File: src/rtl/game_flow_ctrl.sv
// Game-flow FSM: run/pause/death/level-advance/win sequencing,
// lives, score, level index, lava oscillator and respawn coordinates.
module game_flow_ctrl #(
  parameter int NUM_LEVELS = 4,
  parameter int LEVEL_W = 2,
  parameter int LIVES = 3,
  parameter int SCORE_W = 16,
  parameter int LAVA_TOP = 380,
  parameter int LAVA_STEP = 3,
  parameter logic [(1<<LEVEL_W)-1:0] LAVA_LEVEL_MASK = 4'b0001,
  parameter int RESPAWN_TICKS = 60,
  parameter int SPAWN_X = 20,
  parameter int SPAWN_Y0 = 344,
  parameter int SPAWN_YN = 364
) (
  input  logic               clk,
  input  logic               rst,
  input  logic               game_tick,
  input  logic               in_lava,
  input  logic               at_goal,
  input  logic               jump_landed,
  input  logic               pause_btn,
  input  logic               restart,
  output logic [2:0]         game_state,
  output logic               freeze,
  output logic [LEVEL_W-1:0] level,
  output logic [2:0]         lives,
  output logic [SCORE_W-1:0] score,
  output logic [9:0]         lava_height,
  output logic [9:0]         spawn_x,
  output logic [9:0]         spawn_y,
  output logic               respawn_pulse,
  output logic               lava_boost
);

  localparam int CNT_W = $clog2(RESPAWN_TICKS + 1);

  typedef enum logic [2:0] {
    S_RUN    = 3'd0,
    S_OVER   = 3'd1,
    S_WIN    = 3'd2,
    S_DYING  = 3'd3,
    S_LDONE  = 3'd4,
    S_PAUSED = 3'd5
  } state_e;

  state_e             state_q, state_d;
  logic [LEVEL_W-1:0] level_q, level_d;
  logic [2:0]         lives_q, lives_d;
  logic [SCORE_W-1:0] score_q, score_d;
  logic [9:0]         lava_q, lava_d;
  logic               up_q, up_d;
  logic [9:0]         spy_q, spy_d;
  logic [CNT_W-1:0]   cnt_q, cnt_d;
  logic               pause_q, pause_d;
  logic               rp_q, rp_d;
  logic               lb_q, lb_d;

  logic [10:0]        step;
  logic [10:0]        sum;
  logic [9:0]         lava_nx;
  logic               up_nx;
  logic               pause_edge;

  // Lava oscillator candidate for this tick, 11-bit so nothing wraps
  always_comb begin
    step = 11'(LAVA_STEP) + 11'(level_q);
    sum = {1'b0, lava_q} + step;
    lava_nx = lava_q;
    up_nx = up_q;
    if (!LAVA_LEVEL_MASK[level_q]) begin
      lava_nx = '0;
      up_nx = 1'b1;
    end else if (up_q) begin
      if (sum < 11'(LAVA_TOP)) begin
        lava_nx = sum[9:0];
      end else begin
        lava_nx = 10'(LAVA_TOP);
        up_nx = 1'b0;
      end
    end else begin
      if ({1'b0, lava_q} >= step) begin
        lava_nx = 10'({1'b0, lava_q} - step);
      end else begin
        lava_nx = '0;
        up_nx = 1'b1;
      end
    end
  end

  assign pause_edge = pause_btn & ~pause_q;

  // Next-state and pulse logic; nothing but pulses moves off-tick
  always_comb begin
    state_d = state_q;
    level_d = level_q;
    lives_d = lives_q;
    score_d = score_q;
    lava_d = lava_q;
    up_d = up_q;
    spy_d = spy_q;
    cnt_d = cnt_q;
    pause_d = pause_q;
    rp_d = 1'b0;
    lb_d = 1'b0;
    if (game_tick) begin
      pause_d = pause_btn;
      if (restart) begin
        state_d = S_RUN;
        level_d = '0;
        lives_d = 3'(LIVES);
        score_d = '0;
        lava_d = '0;
        up_d = 1'b1;
        spy_d = 10'(SPAWN_Y0);
        cnt_d = '0;
        rp_d = 1'b1;
      end else begin
        case (state_q)
          S_RUN: begin
            if (jump_landed) begin
              lb_d = 1'b1;
              if (score_q != '1)
                score_d = score_q + SCORE_W'(1);
            end
            lava_d = lava_nx;
            up_d = up_nx;
            if (pause_edge) begin
              state_d = S_PAUSED;
            end else if (in_lava) begin
              lives_d = lives_q - 3'd1;
              lava_d = '0;
              up_d = 1'b1;
              cnt_d = CNT_W'(RESPAWN_TICKS);
              state_d = (lives_q == 3'd1) ? S_OVER : S_DYING;
            end else if (at_goal) begin
              cnt_d = CNT_W'(RESPAWN_TICKS);
              if (level_q == LEVEL_W'(NUM_LEVELS - 1))
                state_d = S_WIN;
              else
                state_d = S_LDONE;
            end
          end
          S_DYING: begin
            cnt_d = cnt_q - CNT_W'(1);
            if (cnt_q == CNT_W'(1)) begin
              state_d = S_RUN;
              rp_d = 1'b1;
            end
          end
          S_LDONE: begin
            cnt_d = cnt_q - CNT_W'(1);
            if (cnt_q == CNT_W'(1)) begin
              state_d = S_RUN;
              level_d = level_q + LEVEL_W'(1);
              spy_d = 10'(SPAWN_YN);
              lava_d = '0;
              up_d = 1'b1;
              rp_d = 1'b1;
            end
          end
          S_PAUSED: begin
            if (pause_edge)
              state_d = S_RUN;
          end
          default: begin
          end
        endcase
      end
    end
  end

  // State register with asynchronous active-low reset
  always_ff @(posedge clk or negedge rst) begin
    if (!rst) begin
      state_q <= S_RUN;
      level_q <= '0;
      lives_q <= 3'(LIVES);
      score_q <= '0;
      lava_q <= '0;
      up_q <= 1'b1;
      spy_q <= 10'(SPAWN_Y0);
      cnt_q <= '0;
      pause_q <= 1'b0;
      rp_q <= 1'b0;
      lb_q <= 1'b0;
    end else begin
      state_q <= state_d;
      level_q <= level_d;
      lives_q <= lives_d;
      score_q <= score_d;
      lava_q <= lava_d;
      up_q <= up_d;
      spy_q <= spy_d;
      cnt_q <= cnt_d;
      pause_q <= pause_d;
      rp_q <= rp_d;
      lb_q <= lb_d;
    end
  end

  assign game_state = state_q;
  assign freeze = (state_q != S_RUN);
  assign level = level_q;
  assign lives = lives_q;
  assign score = score_q;
  assign lava_height = lava_q;
  assign spawn_x = 10'(SPAWN_X);
  assign spawn_y = spy_q;
  assign respawn_pulse = rp_q;
  assign lava_boost = lb_q;

endmodule

File: config.mk
export PLATFORM = sky130hd
export DESIGN_NAME = game_flow_ctrl
export DESIGN_NICKNAME = d
export VERILOG_FILES = /design/src/rtl/game_flow_ctrl.sv
export SDC_FILE = /design/constraint.sdc
export NUM_CORES = 1
export LEC_CHECK = 0
export CAP_MARGIN = 15
export CORE_MARGIN = 4
export CORE_UTILIZATION = 43
export CTS_CLUSTER_SIZE = 10
export DETAILED_ROUTE_END_ITERATION = 8
export GPL_TIMING_DRIVEN = 0
export PLACE_DENSITY_LB_ADDON = 0.2
export SLEW_MARGIN = 10
export SYNTH_ARGS = -nofsm -noshare
export SYNTH_HDL_FRONTEND = slang
export SYNTH_SLANG_ARGS = --single-unit
File: constraint.sdc
create_clock -name clk -period 4.15 [get_ports clk]
set_clock_uncertainty 0.15 [all_clocks]
set_input_delay 0.415 -clock clk [delete_from_list [all_inputs] [get_ports clk]]
set_output_delay 0.415 -clock clk [all_outputs]
set_load 0.005 [all_outputs]
==> metrics.yaml <==
status: "finished, final reports clean"
antenna_left: 0
core_um2: 7210
dr.first_iter.drc_count: 175
slew_viol_final: 0
r2r_setup_slack_ps: 770
numCtsBuffers: 5
htreeDepth: 2
synth_area_um2: 3190
num_vias: 2796
portBuffers: 46
initial_utilization_pct: 44.2
clock.fmax_mhz: 296
grt_max_degree: 30
synth-seq-cells: 46
grt_pass1_vias: 2644
drc_errors: 0
cp-end-kind: "register"
synth_ff_type: "dfrtp_1"
totalWireLength_um: 7500
hp-class: "register to register"
crit_chain: "inv_1, ha_1, inv_1, ha_1, a211oi_2, nor3_1, and3_1, mux2_2, o21ai_1, a21bo_1"
cts_tree: "yes"
hold_viol: 0
slowest_stage: "dfrtp_1"
stdcell_area_um2: 3940
p_per_area_nw_per_um2: 421
yosysWarnings: 0
synth-edff-count: 0
crit_arrival_ps: 3430
ys_seq_area_share_pct: 36.3
synth_top_family_by_area: "simple AND/OR/NAND/NOR gates"
hpwl_um: 5660
synth_adder_area_share_pct: 6.75
cp_top_family: "compound AO/OA/AOI/OAI gates"
start_kind: "register"
fin_ws_ps: 772
vias_per_cell: 5.26
peakVddDrop_mv: 0.291
antenna_found_initial: 0
syn_avg_cell_area_um2: 8.80
die_area_um2: 8850
drt_first_pass_iters: 4
post_cts_buffers: 0
critPathRequiredTime_ps: 4200
clkSinkCount: 46
fin_cells: 532
clockBufferDepth: 2
slowest_delay_ps: 450
async_flop_share_pct: 100
period_share_pct: 81.4
rsz0062_at_grt: "false"
n_antenna_cell: 0
synth_mux_area_share_pct: 2.04
wl_per_cell_um: 14.1
worstMarginPinSlew_ps: 728
grt_pass1_wl_um: 12500
path_class: "register to register"
period_needed_ps: 3380
ys_top_cells_by_area: "dfrtp_1, ha_1, buf_4"
p_leak_uw: 0.00173
yosys.area.top_type_share_pct: 33.0
io_pins: 65
layout.nets: 456
critPathBufInv: 2
area_growth_pct: 23.6
grtUsageTotal_pct: 17.4
gp_congestion: 0.899
synth.distinct_cells: 62
drive_gt1_share_pct: 10.6
worstSkewPairLatency_ps: 300
setup_violations: 0
grt_overflow_total: 0
finalSetupTns_ps: 0
die_h_um: 94.1
synth-compound-area-share_pct: 20.0
chipWidth_um: 94.1
dp_slack_ps: 825
cts_root_buf: "clkbuf_8"
synthCells: 362
cap_violations: 0
path_max_fanout: 5
cts.clk_slew.worst_paths_ps: 80
place_area_um2: 3840
dp.cells: 523
synth-xor-area-share_pct: 5.22
yosysTopAreaCell: "dfrtp_1"
synthSimpleGateAreaFrac_pct: 20.2
rows: 31
slew_headroom_pct: 51.1
state kept, by name (all words and copies together) (netlist names):
signal / count
score: 16
cnt_q: 6
game_state: 3
pause_q: 1
lives: 3
up_q: 1
spawn_y: 2
respawn_pulse: 1
lava_height: 10
lava_boost: 1
level: 2
power breakdown:
group          switching (uW)  internal (uW)  total [uW]  leakage, uW
Sequential               98.4            533         631     0.000603
Clock                     153            119         272    0.0000452
Combinational             396            358         754      0.00108
worst reg2reg max path, cell delays in order (launching register included):
cell and delay, ps:
dfrtp_1 450, inv_1 140, ha_1 350, inv_1 110, ha_1 370, a211oi_2 120, nor3_1 340, and3_1 270
mux2_2 370, o21ai_1 360, a21bo_1 260
logic make-up (layout without fill, tap and decap cells):
group | count (synthesis) | in the layout
compound gates | 90 | 90
xor+xnor | 19 | 19
fa+ha+maj | 16 | 16
buf+inv | 56 | 112
flops | 46 | 46
mux | 6 | 6
other cells | 2 | 17
simple gates | 127 | 127
worst paths after layout:
check                                       to  cells after the start        from
worst max-delay path            lava_height[4]                     10    level[0]
worst min-delay path                spawn_y[4]                      2  spawn_y[4]
worst max register to register  lava_height[4]                     10    level[0]
worst min register to register      spawn_y[4]                      2  spawn_y[4]
max in group asynchronous             lives[0]                      3         rst
min in group asynchronous       lava_height[8]                      2         rst
layout by cell type (no fill, tap or decap), types with 3 or more instances in the layout:
cell,Yosys,final
a211o_1,3,3
a21o_1,4,4
a21oi_1,17,17
a31oi_1,6,6
and2_1,4,4
and3_1,4,4
and4_1,3,3
buf_2,2,3
buf_4,18,18
clkbuf_1,12,13
clkbuf_8,0,5
clkdlybuf4s50_1,0,45
conb_1,2,17
dfrtp_1,42,42
dfstp_2,4,4
ha_1,14,14
inv_1,22,22
mux2_2,4,4
nand2_1,24,24
nand3_1,9,9
nand4_1,5,5
nor2_1,36,36
nor2b_1,3,3
nor3_1,17,17
nor3b_1,3,3
nor4_1,4,4
o211ai_1,4,4
o21ai_0,16,16
o21bai_1,3,3
o22a_1,5,5
o22ai_1,5,5
o31ai_1,3,3
or3_1,6,6
xnor2_1,10,10
xor2_1,9,9
Yosys cell counts, drive strengths merged (4+ instances only):
| cell type | n |
|---|---|
| nand2 | 24 |
| a21oi | 17 |
| buf | 22 |
| nor4 | 4 |
| nand4 | 5 |
| nand3 | 9 |
| a21o | 4 |
| clkbuf | 12 |
| o21ai | 19 |
| a31oi | 6 |
| xnor2 | 10 |
| and3 | 4 |
| o211ai | 4 |
| mux2 | 4 |
| o22ai | 5 |
| inv | 22 |
| xor2 | 9 |
| dfstp | 4 |
| or3 | 6 |
| nor3 | 18 |
| ha | 14 |
| and2 | 4 |
| o22a | 5 |
| dfrtp | 42 |
| nor2 | 36 |
layout make-up:
| cell class | instances | area (um^2) |
|---|---|---|
| inverter | 22 | 82.6 |
| buffer | 34 | 213 |
| multi-input combinational | 275 | 1790 |
| clock inverter | 2 | 13.8 |
| sequential | 46 | 1160 |
| tap | 99 | 124 |
| clock buffer | 6 | 72.6 |
| timing repair buffer | 48 | 485 |
| fill | 688 | 3280 |
metal layers:
layer	global-route usage, %	vias up	part of all wire, %	wire [um]
li1	-	1396	-	-
met1	23.7	1317	48	3580
met2	28.1	73	46	3480
met3	3.21	10	4.8	358
met4	5.29	0	1.1	84
met5	0	-	0	0
metrics by stage:
step | utilization, % | hold slack (ps) | total power (uW)
after detailed placement | 53.3 | 249 | 1390
after global placement | 53.1 | 326 | 1370
final | 54.6 | 341 | 1660
after global routing | 54.6 | 384 | 1800
after CTS | 54.6 | 347 | 1670
after floorplan | - | -30.6 | 1120
repair_timing:
action / CTS / global route
endpoints found under the hold margin: 17 / 0
hold buffers: 1 / 0
setup endpoints to repair: 0 / 0
gates resized for setup: 0 / 0
No activity file was read; power rests on OpenSTA's default activity.
